$ cat config.mk
export PLATFORM = sky130hd
export DESIGN_NAME = kbit_pattern_gen
export DESIGN_NICKNAME = d
export VERILOG_FILES = /design/src/rtl/kbit_pkg.sv /design/src/rtl/lsb_index.sv /design/src/rtl/kbit_pattern_gen.sv
export SDC_FILE = /design/constraint.sdc
export NUM_CORES = 1
export LEC_CHECK = 0
export ABC_AREA = 1
export ABC_CLOCK_PERIOD_IN_PS = 3180
export CORE_ASPECT_RATIO = 0.5
export CORE_MARGIN = 2
export CORE_UTILIZATION = 50
export DETAILED_ROUTE_END_ITERATION = 7
export PLACE_DENSITY = 0.68
export RECOVER_POWER = 25
export SYNTH_ARGS = -nofsm -noshare
export SYNTH_HDL_FRONTEND = slang
export SYNTH_SLANG_ARGS = --single-unit
$ cat constraint.sdc
create_clock -name clk -period 3.18 [get_ports clk]
set_input_delay 0.636 -clock clk [delete_from_list [all_inputs] [get_ports clk]]
set_output_delay 0.636 -clock clk [all_outputs]
set_load 0.03 [all_outputs]
$ cat src/rtl/kbit_pkg.sv
// Shared types and constants for the k-bit pattern generator.
// Holds the FSM state enum, default sizes and the final-pattern helper.
package kbit_pkg;

   typedef enum logic {
      IDLE = 1'b0,
      EMIT = 1'b1
   } state_t;

   localparam int DEF_WIDTH = 16;
   localparam int DEF_CNT_W = 5;
   localparam int DEF_SEQ_W = 14;

   function automatic logic [63:0] low_ones(input int unsigned n);
      return (64'd1 << n) - 64'd1;
   endfunction

   // Highest word with n bits set in a w-bit field: the n ones packed at the top.
   function automatic logic [63:0] last_word(input int unsigned w, input int unsigned n);
      return low_ones(n) << (w - n);
   endfunction

endpackage

$ cat src/rtl/lsb_index.sv
// Combinational trailing-zero encoder: index of the lowest set bit of vec.
// An all-zero input yields index 0.
module lsb_index #(
   parameter int WIDTH = 16
) (
   input  logic [WIDTH-1:0]         vec,
   output logic [$clog2(WIDTH)-1:0] idx
);

   localparam int IDX_W = $clog2(WIDTH);

   always_comb begin
      idx = '0;
      for (int i = WIDTH - 1; i >= 0; i--) begin
         if (vec[i]) idx = IDX_W'(i);
      end
   end

endmodule

$ cat src/rtl/kbit_pattern_gen.sv
// Emits every WIDTH-bit word with exactly k bits set, ascending, on a valid/ready stream.
// Optional macro KPG_SEQ_EN adds the out_seq index port and its counter.
module kbit_pattern_gen
   import kbit_pkg::*;
#(
   parameter int WIDTH = DEF_WIDTH,
   parameter int CNT_W = DEF_CNT_W,
   parameter int SEQ_W = DEF_SEQ_W
) (
   input  logic             clk,
   input  logic             rst,
   input  logic             start,
   input  logic [CNT_W-1:0] k,
   input  logic             abort,
   input  logic             out_ready,
   output logic             out_valid,
   output logic [WIDTH-1:0] out_word,
   output logic             out_last,
   output logic             busy,
   output logic             err
`ifdef KPG_SEQ_EN
   ,
   output logic [SEQ_W-1:0] out_seq
`endif
);

   localparam int IDX_W = $clog2(WIDTH);
   localparam logic [CNT_W-1:0] K_MAX = CNT_W'(WIDTH);

   if (SEQ_W < 1) begin : g_bad_seq_w
      $error("SEQ_W must be at least 1");
   end

   state_t           state, state_nxt;
   logic [WIDTH-1:0] word, word_nxt;
   logic [WIDTH-1:0] last_pat, last_nxt;
   logic             err_nxt;
   logic             xfer;

   logic [WIDTH-1:0] c;
   logic [WIDTH:0]   r;
   logic [IDX_W-1:0] tz;

`ifdef KPG_SEQ_EN
   logic [SEQ_W-1:0] seq, seq_nxt;
`endif

   // Gosper's step: c isolates the lowest one, r ripples it upward, and the
   // displaced ones are right-justified by shifting instead of dividing by c.
   assign c = word & (~word + WIDTH'(1));
   assign r = {1'b0, word} + {1'b0, c};

   lsb_index #(.WIDTH(WIDTH)) u_lsb_index (
      .vec (c),
      .idx (tz)
   );

   assign out_valid = (state == EMIT);
   assign busy      = (state == EMIT);
   assign out_word  = word;
   assign out_last  = out_valid && (word == last_pat);
   assign xfer      = out_valid && out_ready;

   always_comb begin
      state_nxt = state;
      word_nxt  = word;
      last_nxt  = last_pat;
      err_nxt   = 1'b0;
`ifdef KPG_SEQ_EN
      seq_nxt   = seq;
`endif
      unique case (state)
         IDLE: begin
            if (start && !abort) begin
               if (k > K_MAX) begin
                  err_nxt = 1'b1;
               end else begin
                  state_nxt = EMIT;
                  word_nxt  = WIDTH'(low_ones(32'(k)));
                  last_nxt  = WIDTH'(last_word(WIDTH, 32'(k)));
               end
            end
         end
         EMIT: begin
            if (abort || (xfer && out_last)) begin
               state_nxt = IDLE;
`ifdef KPG_SEQ_EN
               seq_nxt   = '0;
`endif
            end else if (xfer) begin
               word_nxt = WIDTH'((((r ^ {1'b0, word}) >> 2) >> tz) | r);
`ifdef KPG_SEQ_EN
               seq_nxt  = seq + SEQ_W'(1);
`endif
            end
         end
         default: state_nxt = IDLE;
      endcase
   end

   always_ff @(posedge clk) begin
      if (rst) begin
         state    <= IDLE;
         word     <= '0;
         last_pat <= '0;
         err      <= 1'b0;
      end else begin
         state    <= state_nxt;
         word     <= word_nxt;
         last_pat <= last_nxt;
         err      <= err_nxt;
      end
   end

`ifdef KPG_SEQ_EN
   always_ff @(posedge clk) begin
      if (rst) seq <= '0;
      else     seq <= seq_nxt;
   end

   assign out_seq = seq;
`endif

endmodule

# Word-level counts from Yosys, hierarchy flattened

Cells that the tools add are included.

Register bits: 34
Input bits: 10
Output and inout port bits: 20
Word-level logic and storage cells: 59

Bitwise gates (word level): 7
Equal/unequal tests: 5
Multiplexer cells: 26
Reductions and logical operators: 9
Order comparisons: 1
Add/sub/neg operators: 4
Shifts and indexed selects: 3

Operator list:

| kind                                                                     | count |
|---|---|
| 16-bit two-way mux                                                       | 4 |
| 4-bit two-way mux                                                        | 16 |
| 1-bit by 5-bit left shift with 64-bit output (first input constant)      | 1 |
| 64-bit by 32-bit left shift with 16-bit output                           | 1 |
| 64-bit by 1-bit subtractor with 64-bit output (second input constant)    | 1 |
| 16-bit one-hot mux with 2 select lines                                   | 1 |
| 16-bit by 16-bit adder with 17-bit output                                | 1 |
| 17-bit by 16-bit XOR with 17-bit output                                  | 1 |
| 16-bit by 1-bit adder with 16-bit output (second input constant)         | 1 |
| 16-bit bitwise AND                                                       | 1 |
| 16-bit equality test                                                     | 1 |
| 16-bit inverter                                                          | 1 |
| 16-bit OR                                                                | 1 |
| 15-bit by 4-bit right shift with 16-bit output                           | 1 |
| 2-bit inequality test (second input constant)                            | 3 |
| 5-bit by 5-bit subtractor with 6-bit output (first input constant)       | 1 |
| 5-bit > comparator (second input constant)                               | 1 |
| 1-bit logical AND                                                        | 4 |
| 1-bit two-way mux                                                        | 4 |
| 4-bit AND reduction                                                      | 1 |
| 1-bit inverter                                                           | 3 |
| 3-bit AND reduction                                                      | 1 |
| 3-bit OR reduction                                                       | 1 |
| 2-bit by 1-bit inequality test with 1-bit output (second input constant) | 1 |
| 3 further kinds                                                          | 3 |

# Depth between registers and ports, before layout

Depth in word-level cells: 24
Gate-level depth with buffers: 22

# By module

From an unflattened synthesis, not the netlist that was laid out.

Cells, all modules: 920
Area total of the unflattened synthesis: 4922.2 um2

Modules (own cells, without submodules):

| module           | cells each | area each (um2) | seq. area each (um2) | times used |
|---|---|---|---|---|
| kbit_pattern_gen | 874        | 4709.5          | 680.7                | 1 |
| lsb_index        | 46         | 212.7           | 0.0                  | 1 |

# Least setup slack after synthesis

Ideal clock, no wire load.

Path kind: input -> register
Start: input port k[0]
End: register last_pat[13]
Stages: 20
Setup slack: 0.149 ns
Setup time: 0.070 ns
Arrival time: 2.961 ns
Path through: clkinv_1 > ha_1 > ha_1 > nand2_1 > ha_1 > nand2_1 > nor2_1 > nand2_1 > nor2_1 > nand3_1 > xor2_1 > nor2_1 > nand2_1 > o21ai_0 > nor2_1 > nor2_1 > nor2_1 > nor2_1 > o21ai_0 > a21oi_1

Word-level cells in the longest chain between the ends: 3
Elaborated cells between the ends (all ways): 7

Ends and longest elaborated chain:

| item                                                                                  | line                                   | source |
|---|---|---|
| start: declaration                                                                    | kbit_pattern_gen.sv:13                 | `input logic [CNT_W-1:0] k,` |
| 1-bit by 5-bit left shift with 64-bit output or 5-bit > comparator (tied branches)    | kbit_pkg.sv:15, kbit_pattern_gen.sv:75 |  |
| 64-bit by 1-bit subtractor with 64-bit output or 1-bit inverter (tied branches)       | -                                      |  |
| 64-bit by 32-bit left shift with 16-bit output or 3-bit AND reduction (tied branches) | -                                      |  |
| end signal: assignment                                                                | kbit_pattern_gen.sv:110                | `last_pat <= last_nxt;` |
| end: declaration                                                                      | kbit_pattern_gen.sv:36                 | `logic [WIDTH-1:0] last_pat, last_nxt;` |

Several ways; a longest one is shown, not always the timed one.
A chain may end at the register's enable or synchronous reset.

# Worst setup path in the final report

Start: input port k[2]
End: register last_pat[12]

The elaborated chain is that of the path after synthesis.

==> results.toml <==
[global_route]
grt_pass1_vias = 5616
grt_first_pass_wirelength_mm = 27.66
overflow = 0
grt.total_usage_pct = 33.53
grt_max_degree = 27
antenna_found_initial = 1

[placement]
detailed_place_hpwl_mm = 14.00
pre_cts_slack_ns = -0.4161
gp_congestion = 1.015
numPortBuffers = 29

[sta]
setup_viol = 0
finalHoldViolCount = 0
finalCritPeriodShare_pct = 93.35
skew_ns = 0.005681
fin_ws_ns = 0.2115
tightest_slew_ns = 0.9335
max-slew-margin-rel_pct = 37.76
rsz0062_at_grt = "false"
drv_slew = 0
fmax_mhz = 336.9
finalCriticalPeriod_ns = 2.969

[detailed_routing]
drcViolationCount = 0
first_pass_iters = 5
routedWlPerCell_um = 16.09
detail-route-antenna-nets = 0
routed-via-count = 6086
routed_wl_mm = 17.53
drtIter0Drc = 560
viasPerCell = 5.583

[pwr]
power_density_mw_per_mm2 = 359.2
sw_frac_of_total_pct = 45.73
p_int_mw = 1.168
vdd_drop_max_mv = 0.2458
finalPower_mw = 2.153
power_frac_comb_pct = 55.0
p_clk_share_pct = 23.0
p_switching_uw = 984.3
seqPwrFrac_pct = 22.0
leakagePower_nw = 2.998

[status]
status = "complete, no violations"

[yosys]
synth_edf_count = 0
ys_types = 52
netlist_area_mm2 = 0.004863
synth_top_flop_cell = "dfxtp_1"
ys_warn_count = 0
synth-async-reset-ratio_pct = 0
syn_nets = 890
synth_seq_cells = 34
synthCells = 873
seq_area_frac_synth_pct = 14.00
synth_area_per_cell_um2 = 5.571

[clock_network]
cts_tree = "yes"
clock_latency_ns = 0.28
clk_pin_slew_ns = 0.06
cts_num_sinks = 34
cts_max_path_buffers = 2
cts-htree-levels = 2
cts_buffers = 5
holdBufCountCts = 0
cts-root-buf = "clkbuf_16"

[floorplanning]
die_height_um = 73.74
num_io_pins = 30
core_area_mm2 = 0.009447
die_area_mm2 = 0.01058
die_w_um = 143.5
rows = 25
initial_utilization_pct = 51.48

[worst_setup_path]
cp_cell_sequence = "clkdlybuf4s50_1 > buf_4 > nor2_1 > nand2_2 > ha_4 > nand2_1 > nor2_2 > nand2_2 > xor2_2 > nand2_1 > o22ai_1 > o21ai_0 > o211ai_1 > o211ai_1 > a21oi_1"
cpPeakStageDelay_ns = 0.41
arrival_ns = 3.16
worst-setup-path-type = "primary input to flip-flop"
setup.worst_path.start_class = "primary input"
cp_slowest_cell = "clkdlybuf4s50_1"
cp.required_ns = 3.37
path_buf_inv = 2
crit_family = "compound AO/OA/AOI/OAI gates"
crit_fanout = 8
cp-end-kind = "flip-flop"

[layout]
drive_gt1_share_pct = 20.21
final_util_pct = 63.43
fin_nets = 971
area_growth_syn_to_layout_pct = 23.21
antennaDiodeCount = 0
fill_cells = 981

[min_path]
holdCritPathClass = "flip-flop to flip-flop"

[run]
timing.max_cap.violations = 0
==> placed cells by master (no fill, tap or decap), drive strengths merged, types with 7 or more instances in the layout <==
cell type and instances:
a21oi 75, buf 81, clkbuf 7, clkdlybuf4s50 15, dfxtp 34, dlygate4sd3 11, ha 7, inv 107
nand2 254, nand3 92, nand4 16, nor2 123, nor3 14, o211ai 8, o21ai 51, xor2 17
==> through the flow <==
step	TNS [ns]	instances	hold slack [ns]	cell area, um^2
after global placement	-3.585	1076	0.4701	5694
after global routing	0	1090	0.5105	5992
after detailed placement	-4.550	1076	0.4765	5694
final	0	1090	0.4830	5992
after CTS	0	1088	0.4851	5914
after floorplan	0	873	0.4453	4863
==> cell usage after synthesis (all sizes together), types with 3 or more instances <==
| cell | n | area share [%] |
|---|---|---|
| nand2 | 254 | 21 |
| xor2 | 17 | 3.1 |
| nand3 | 92 | 11 |
| nor3 | 14 | 1.9 |
| o211ai | 8 | 1.3 |
| inv | 107 | 8.3 |
| dfxtp | 34 | 14 |
| buf | 19 | 2.6 |
| ha | 7 | 1.8 |
| o22ai | 4 | 0.51 |
| a21oi | 75 | 8.2 |
| nor4 | 5 | 0.64 |
| nand4 | 16 | 2.9 |
| nor2 | 123 | 11 |
| clkbuf | 17 | 1.3 |
| o21ai | 51 | 5.3 |
| or2 | 5 | 0.64 |
| xnor2 | 5 | 0.90 |
| nand3b | 3 | 0.72 |
==> metal layers <==
layer | global-route usage, % | up-vias | wire [um]
met2 | 54.92 | 269 | 7689
met4 | 9.804 | 2 | 375
li1 | - | 3000 | -
met5 | 0 | - | 13
met1 | 46.05 | 2775 | 7871
met3 | 5.020 | 40 | 1582
==> power by group through the flow <==
stage | combinational, mW | sequential [mW] | clock (mW)
final | 1.18 | 0.475 | 0.495
after global routing | 1.29 | 0.476 | 0.520
after CTS | 1.14 | 0.473 | 0.495
after detailed placement | 1.12 | 0.482 | 0
after global placement | 1.12 | 0.482 | 0
after floorplan | 0.793 | 0.493 | 0
==> layout make-up <==
type | instances | area [um^2] | share of cell area (%)
Multi-Input combinational cell | 694 | 3686 | 61.52
Timing Repair Buffer | 110 | 894.6 | 14.93
Sequential cell | 34 | 680.7 | 11.36
Inverter | 109 | 410.4 | 6.849
Tap cell | 135 | 168.9 | 2.819
Clock buffer | 6 | 138.9 | 2.318
Clock inverter | 2 | 12.51 | 0.2088
==> path summary, 6_finish.rpt <==
kind	cells past startpoint	from	slack, ns	end
setup / recovery	15	k[2]	0.21	last_pat[12]
hold / removal	2	last_pat[4]	0.48	last_pat[4]
setup reg to reg	15	out_word[7]	0.34	out_word[2]
hold reg to reg	2	last_pat[4]	0.48	last_pat[4]
==> logic make-up (layout without fill, tap and decap cells) <==
group | Yosys count | after routing | share of synthesized area (%)
flops | 34 | 34 | 14.00
compound gates | 150 | 150 | 17.62
simple gates | 514 | 514 | 50.04
buf+inv | 145 | 227 | 12.37
xor+xnor | 22 | 22 | 3.962
fa+ha+maj | 7 | 7 | 1.801
mux | 1 | 1 | 0.2058
==> registers in the layout, indices dropped and copies added, names as in the netlist <==
register and count:
busy 1, err 1, last_pat 16, out_word 16
==> timing repair <==
action / 4_1_cts / 5_1_grt
setup endpoints to repair: 8 / 9
pin swaps: 12 / 4
gates resized for setup: 14 / 20
setup buffers: 4 / 2
==> tightest hold or removal path: stages, from the launching register on <==
cell and delay (ns):
dfxtp_1 0.32, nand2_1 0.06, a21oi_1 0.05
Note: power is estimated with default switching activity, not from simulation.
